**config.mk**
```make
export PLATFORM = sky130hd
export DESIGN_NAME = map_render_arbiter
export DESIGN_NICKNAME = d
export VERILOG_FILES = /design/src/rtl/display_pkg.sv /design/src/rtl/tile_index_calc.sv /design/src/rtl/map_render_arbiter.sv
export SDC_FILE = /design/constraint.sdc
export NUM_CORES = 1
export LEC_CHECK = 0
export BUFFER_PORTS_ARGS = -buffer_cell sky130_fd_sc_hd__buf_2
export CAP_MARGIN = 40
export CORE_UTILIZATION = 30
export DETAILED_ROUTE_END_ITERATION = 6
export GPL_TIMING_DRIVEN = 0
export PLACE_DENSITY_LB_ADDON = 0.3
export SYNTH_ARGS = -nofsm -noshare
export SYNTH_HDL_FRONTEND = slang
export SYNTH_SLANG_ARGS = --single-unit
```
**constraint.sdc**
```tcl
create_clock -name clk -period 5.8 [get_ports clk]
set_clock_uncertainty 0.1 [all_clocks]
set_input_delay 0.58 -clock clk [delete_from_list [all_inputs] [get_ports clk]]
set_output_delay 0.58 -clock clk [all_outputs]
set_load 0.01 [all_outputs]
```
**src/rtl/display_pkg.sv**
```systemverilog
// Shared constants and encodings for the tile-map display path.
package display_pkg;
    localparam int TILE_LOG2 = 5;
    localparam int MAP_W     = 20;
    localparam int MAP_H     = 15;

    typedef enum logic [3:0] {
        NONE   = 4'd0,
        WALL   = 4'd1,
        TANK   = 4'd2,
        BULLET = 4'd3
    } category_e;

    typedef enum logic [2:0] {
        LEFT  = 3'b000,
        RIGHT = 3'b001,
        UP    = 3'b010,
        DOWN  = 3'b011
    } direct_e;

    // Map entry layout: {player_tank, tank_direct[2:0], category[3:0]}
    localparam int CAT_LSB    = 0;
    localparam int CAT_W      = 4;
    localparam int DIR_LSB    = 4;
    localparam int DIR_W      = 3;
    localparam int PLAYER_BIT = 7;

    typedef enum logic [1:0] {
        RENDER = 2'd0,
        BLANK  = 2'd1,
        WRITE  = 2'd2
    } arb_state_e;
endpackage

```
**src/rtl/tile_index_calc.sv**
```systemverilog
// Pixel coordinate -> map index and in-tile sprite address (combinational).
module tile_index_calc #(
    parameter int TILE_LOG2 = display_pkg::TILE_LOG2
) (
    input  logic [9:0]             pixel_x_i,
    input  logic [9:0]             pixel_y_i,
    output logic [8:0]             index_o,
    output logic [2*TILE_LOG2-1:0] sprite_addr_o
);
    logic [9:0] tx;
    logic [9:0] ty;
    logic [9:0] sum;

    assign tx  = pixel_x_i >> TILE_LOG2;
    assign ty  = pixel_y_i >> TILE_LOG2;
    // ty*20 as (ty*16 + ty*4); wraps to 9 bits for off-screen coordinates
    assign sum = (ty << 4) + (ty << 2) + tx;

    assign index_o       = sum[8:0];
    assign sprite_addr_o = {pixel_y_i[TILE_LOG2-1:0], pixel_x_i[TILE_LOG2-1:0]};
endmodule

```
**src/rtl/map_render_arbiter.sv**
```systemverilog
// Tile lookup pipeline for the pixel stage, sharing the map RAM with
// game-logic writes that are only granted during blanking.
module map_render_arbiter #(
    parameter int TILE_LOG2 = 5,
    parameter int MAP_W     = 20,
    parameter int MAP_H     = 15,
    parameter int H_ACTIVE  = 640,
    parameter int V_ACTIVE  = 480
) (
    input  logic       clk,
    input  logic       rst,
    input  logic       video_on,
    input  logic [9:0] pixel_x,
    input  logic [9:0] pixel_y,
    input  logic       wr_req,
    input  logic [8:0] wr_addr,
    input  logic [7:0] wr_data,
    output logic       wr_ack,
    output logic       wr_err,
    output logic [8:0] mem_addr,
    output logic       mem_we,
    output logic [7:0] mem_wdata,
    input  logic [7:0] mem_rdata,
    output logic [3:0] category,
    output logic [2:0] tank_direct,
    output logic       player_tank,
    output logic [9:0] addr,
    output logic       out_valid
);
    import display_pkg::*;

    arb_state_e state_q, state_d;
    logic       issue_wr, issue_err;
    logic [8:0] index;
    logic [9:0] sprite;
    logic       in_range, wr_in_range;

    logic       wr_ack_q, wr_err_q, mem_we_q;
    logic [8:0] mem_addr_q;
    logic [7:0] mem_wdata_q, rd_q;
    logic [3:1]       vld_pipe_q;
    logic [3:1][9:0]  spr_pipe_q;
    logic [3:0] category_q;
    logic [2:0] tank_direct_q;
    logic       player_tank_q, out_valid_q;
    logic [9:0] addr_q;

    tile_index_calc #(.TILE_LOG2(TILE_LOG2)) u_index (
        .pixel_x_i     (pixel_x),
        .pixel_y_i     (pixel_y),
        .index_o       (index),
        .sprite_addr_o (sprite)
    );

    assign in_range    = video_on && (pixel_x < 10'(H_ACTIVE)) && (pixel_y < 10'(V_ACTIVE));
    assign wr_in_range = wr_addr < 9'(MAP_W * MAP_H);

    always_comb begin
        state_d   = state_q;
        issue_wr  = 1'b0;
        issue_err = 1'b0;
        case (state_q)
            RENDER: if (!video_on) state_d = BLANK;
            BLANK, WRITE: begin
                if (video_on) begin
                    state_d = RENDER;
                end else begin
                    state_d = BLANK;
                    if (wr_req && wr_in_range) begin
                        issue_wr = 1'b1;
                        state_d  = WRITE;
                    end else if (wr_req) begin
                        issue_err = 1'b1;
                    end
                end
            end
            default: state_d = RENDER;
        endcase
    end

    always_ff @(posedge clk or posedge rst) begin
        if (rst) begin
            state_q       <= RENDER;
            wr_ack_q      <= 1'b0;
            wr_err_q      <= 1'b0;
            mem_we_q      <= 1'b0;
            mem_addr_q    <= '0;
            mem_wdata_q   <= '0;
            rd_q          <= '0;
            vld_pipe_q    <= '0;
            spr_pipe_q    <= '0;
            category_q    <= NONE;
            tank_direct_q <= '0;
            player_tank_q <= 1'b0;
            addr_q        <= '0;
            out_valid_q   <= 1'b0;
        end else begin
            state_q  <= state_d;
            wr_ack_q <= issue_wr | issue_err;
            wr_err_q <= issue_err;
            mem_we_q <= issue_wr;
            // A write edge owns the RAM port, so no pixel is captured then
            if (issue_wr) begin
                mem_addr_q    <= wr_addr;
                mem_wdata_q   <= wr_data;
                vld_pipe_q[1] <= 1'b0;
            end else begin
                mem_addr_q    <= index;
                vld_pipe_q[1] <= in_range;
            end
            spr_pipe_q[1] <= sprite;
            vld_pipe_q[3:2] <= vld_pipe_q[2:1];
            spr_pipe_q[3:2] <= spr_pipe_q[2:1];
            // RAM output for the edge-n address arrives after n+1; register it at n+2
            rd_q <= mem_rdata;
            if (vld_pipe_q[3]) begin
                category_q    <= rd_q[CAT_LSB +: CAT_W];
                tank_direct_q <= rd_q[DIR_LSB +: DIR_W];
                player_tank_q <= rd_q[PLAYER_BIT];
                addr_q        <= spr_pipe_q[3];
                out_valid_q   <= 1'b1;
            end else begin
                category_q    <= NONE;
                tank_direct_q <= '0;
                player_tank_q <= 1'b0;
                addr_q        <= '0;
                out_valid_q   <= 1'b0;
            end
        end
    end

    assign wr_ack      = wr_ack_q;
    assign wr_err      = wr_err_q;
    assign mem_we      = mem_we_q;
    assign mem_addr    = mem_addr_q;
    assign mem_wdata   = mem_wdata_q;
    assign category    = category_q;
    assign tank_direct = tank_direct_q;
    assign player_tank = player_tank_q;
    assign addr        = addr_q;
    assign out_valid   = out_valid_q;
endmodule

```
* Word level (Yosys, flattened, before mapping) *
Cells that the tools add are included.

storage, ports and cells
  bits in registers = 82
  input bits = 49
  output and inout bits = 39
  logic and storage cells = 48

operators by class
  add/sub/neg operators = 2
  $lt $le $gt $ge = 3
  eq/ne operators = 3
  multiplexer cells = 18
  bitwise gates (word level) = 1
  reduce and logical (&&, ||, !) cells = 5

operators with widths
  cell                                                         count
  less-than comparator 10 bit, second input constant           1
  less-than comparator 10 x 9 -> 1 bit, second input constant  1
  two-way mux 1 bit                                            10
  two-way mux 10 bit                                           1
  adder 9 x 5 -> 9 bit                                         1
  adder 9 x 7 -> 9 bit                                         1
  less-than comparator 9 bit, second input constant            1
  two-way mux 9 bit                                            1
  two-way mux 2 bit                                            3
  two-way mux 4 bit                                            1
  case mux 2 bit (2 select lines)                              1
  logical AND 1 bit                                            3
  two-way mux 3 bit                                            1
  == test 2 x 1 -> 1 bit, second input constant                1
  == test 2 bit, second input constant                         1
  zero test 2 bit                                              1
  != test 2 bit, second input constant                         1
  OR reduction 2 bit                                           1
  bitwise OR 1 bit                                             1

* Depth between registers and ports, before layout *
  depth in word-level cells = 6
  depth in mapped cells = 8
  depth with buffers taken out = 8

* Modules after synthesis *
From an unflattened synthesis, not the netlist that was laid out.

second synthesis, totals
  cells, all modules = 187
  area total of the unflattened synthesis = 2936.6 um^2

by module, submodules not included
  module              times used  cells each  area each (um^2)  sequential area each (um^2)
  map_render_arbiter  1           142         2560.0            2052.0
  tile_index_calc     1           45          376.6             0.0

* Worst setup path before layout *
No wires, ideal clock.

  kind = in2reg
  from = in pixel_x[9]
  to = reg mem_addr_q[8], in the netlist mem_addr[8]
  library setup time = 0.124 ns
  arrival = 2.319 ns
  data required time = 5.576 ns
  slack = 3.257 ns
  stages on the path = 8
  buffers on the path = 0
  cell sequence = inv_1 > fa_1 > inv_1 > ha_1 > a21o_1 > a2111oi_0 > xor2_1 > a21oi_1

between the ends
  cells in the longest elaborated chain, start to end = 2

ends and longest elaborated chain
  what                    RTL line                   source
  start: declaration      map_render_arbiter.sv:13   input logic [9:0] pixel_x,
  adder 9 x 5 -> 9 bit    tile_index_calc.sv:17      assign sum = (ty << 4) + (ty << 2) + tx;
  two-way mux 9 bit       map_render_arbiter.sv:103  if (issue_wr) begin
  end signal: assignment  map_render_arbiter.sv:104  mem_addr_q <= wr_addr;
  end signal: assignment  map_render_arbiter.sv:108  mem_addr_q <= index;
  end: declaration        map_render_arbiter.sv:39   logic [8:0] mem_addr_q;

No other way between the ends.
A chain may end at the register's enable or synchronous reset.

* Final worst setup path *
Ends and elaborated chain as after synthesis.

==> reports/metrics.cfg <==
[logic_synthesis]
yosysSeqAreaShare_pct=71.7
synth_area_um2=2860
syn_inst=177
synth_common_cells=82 x dfrtp_1, 19 x and2_1, 14 x mux2_4
synthFlopType=dfrtp_1
synth.most_common_cell=dfrtp_1
syn_nets=239
synth.distinct_cells=27
synth-async-reset-ratio_pct=100
synth_edf_count=0
yosys_register_bits=82
post_synth.cell_area_avg_um2=16.2
synth.area.top_cells=dfrtp_1 72%, mux2_4 7.3%, ha_1 4.8%, and2_1 4.2%, inv_1 1.4%
yosys_warnings=0
synth_top_area_share_pct=71.7
netlist.top_cell.by_area=dfrtp_1

[power_and_ir_drop]
powerDensity_nw_per_um2=366
vdd.ir_drop.worst_v=0.000129
leakage_nw=1.97

[detailed_routing]
via_count=1627
wl_per_cell_um=11.8
final_antenna_net_count=0
dr.pass1.iters=4
drcViolationCount=0
viasPerCell=3.97
drt-initial-drc-count=59
wl_mm=4.85

[timing]
max_slew.worst_pin.slew_ns=0.549
setup_tns_ns=0
fmax_ghz=0.407
min_period_ns=2.46
finalCritPeriodShare_pct=42.3
slew_viol_final=0
hold_viol_final=0
final-setup-viol-count=0
rsz0062_at_grt=false
slew_headroom_pct=62.4

[place]
place.gp.congestion=0.714
port_buffers=87
place_hpwl_mm=3.45

[clock_tree]
clk_pin_slew_ns=0.08
clockBufferDepth=2
htree_levels=3
clk_latency_ns=0.34
cts-buffers-inserted=9
holdBufCountCts=0
clockRootBuffer=clkbuf_8
postCtsSetupBuffers=0
cts_tree=yes
clock_sinks=82
cts.repair.resized=0

[floorplanning]
core_area_um2=9240
die_y_um=99.7
dieArea_um2=9930
die_w_um=99.7
ios=88
core.rowCount=35
start_util_pct=31.0

[setup_path]
end_kind=flip-flop
worstPathMaxFanout=2
crit_arrival_ns=2.58
critPathRequiredTime_ns=5.93
critical_path_class=in -> reg
worstSetupStartpointType=input pin

[run_status]
outcome=finished, final reports clean

[global_route]
gr-total-overflow=0
first_global_vias=1717
grt_max_degree=62
grt_usage_pct=10.7
antenna_found_initial=0
grt_pass1_wl_mm=7.95

[finish]
diodes=0
multiInputGateArea_um2=742
final_util_pct=40.1
syn_to_final_growth_pct=29.6
ff_latch_area_um2=2050
fillers=888
nNetsFinal=338
drive_gt1_share_pct=43.8

[flow_run]
cap_violations=0

[worst_hold_path]
hp-class=in -> async

metal layers:
| layer | wire [µm] | track usage (%) | vias to the layer above |
|---|---|---|---|
| li1 | - | - | 777 |
| met1 | 1990 | 12.1 | 787 |
| met2 | 2440 | 17.3 | 54 |
| met3 | 313 | 4.01 | 9 |
| met4 | 96 | 5.77 | 0 |
| met5 | 0 | 0 | - |
critical path: stages:
cell       delay [ns]
buf_2            0.09
inv_1            0.05
fa_1             0.52
inv_1            0.06
ha_1             0.29
a21o_1           0.20
a2111oi_0        0.51
xor2_1           0.21
a21oi_1          0.08
power breakdown:
part	internal (mW)	switching (mW)
Combinational	0.132	0.114
Sequential	0.639	0.0287
Clock	0.243	0.200
sequential cells by signal (all words and copies together), names as in the netlist:
register / flops
state_q: 2
rd_q: 8
mem_wdata: 8
wr_err: 1
addr: 10
vld_pipe_q: 3
out_valid: 1
mem_addr: 9
player_tank: 1
spr_pipe_q: 30
category: 4
mem_we: 1
wr_ack: 1
tank_direct: 3
path summary, 6_finish.rpt:
check | endpoint | depth (start not counted) | startpoint | slack [ns]
max in group asynchronous | mem_wdata[4]$_DFFE_PP0P_ | 3 | rst | 4.93
worst max-delay path | mem_addr[8]$_DFF_PP0_ | 9 | pixel_x[9] | 3.34
worst min register to register | spr_pipe_q[29]$_DFF_PP0_ | 0 | spr_pipe_q[19]$_DFF_PP0_ | 0.25
worst max register to register | mem_addr[0]$_DFF_PP0_ | 6 | state_q[1]$_DFFE_PP0P_ | 3.84
min in group clk | spr_pipe_q[6]$_DFF_PP0_ | 1 | pixel_y[1] | 0.24
worst min-delay path | spr_pipe_q[29]$_DFF_PP0_ | 2 | rst | 0.09
final cells by class:
type | count | area share [%]
Buffer | 3 | 0.709
Clock buffer | 10 | 3.44
Clock inverter | 6 | 2.46
Inverter | 11 | 1.18
Multi-Input combinational cell | 81 | 20.0
Sequential cell | 82 | 55.3
Tap cell | 129 | 4.35
Timing Repair Buffer | 88 | 12.5
per-stage QoR:
| step | cell area (µm²) | hold WS (ns) | std cells | worst slack [ns] | power [mW] |
|---|---|---|---|---|---|
| final | 3710 | 0.0917 | 410 | 3.34 | 1.36 |
| after global routing | 3710 | 0.100 | 410 | 3.25 | 1.44 |
| after CTS | 3710 | 0.0814 | 410 | 3.36 | 1.39 |
| after detailed placement | 3490 | 0.235 | 394 | 2.99 | 0.929 |
| after global placement | 3460 | 0.232 | 393 | 2.08 | 0.920 |
| after floorplan | 2860 | 0.231 | 177 | 3.01 | 0.832 |
layout by cell type, fill, tap and decap left out:
master	netlist	routed
and2_1	19	19
inv_1	11	10
dfrtp_1	82	82
and3_1	2	2
clkinv_4	0	1
a211oi_1	1	1
nand4_1	1	1
nor3b_1	1	1
mux2_4	14	14
o21a_1	1	1
a2111oi_0	1	1
bufinv_16	0	2
nand2_1	2	2
a21oi_1	6	6
buf_2	0	87
xor2_1	2	2
clkinvlp_4	0	3
clkbuf_1	1	2
and4b_2	1	1
inv_4	0	1
o21ai_0	3	3
nand3_1	1	1
a31oi_1	1	1
a21o_1	3	3
nor2_1	4	4
nand2b_1	1	1
clkbuf_8	0	9
xnor2_1	2	2
fa_1	2	2
buf_6	2	2
ha_1	11	11
buf_16	0	1
nand3b_4	1	1
a311o_2	1	1
logic make-up (layout without fill, tap and decap cells):
kind of cell	after synthesis	count (layout)	synth area share, %
buffers and inverters	14	118	2.36
muxes	14	14	7.35
DFF	82	82	71.7
adders and majority gates	13	13	6.21
and+or+nand+nor	33	33	7.35
xor gates and xnor gates	4	4	1.22
AOI/OAI and AO/OA	17	17	3.80
Power figures use the tool's default switching activity.
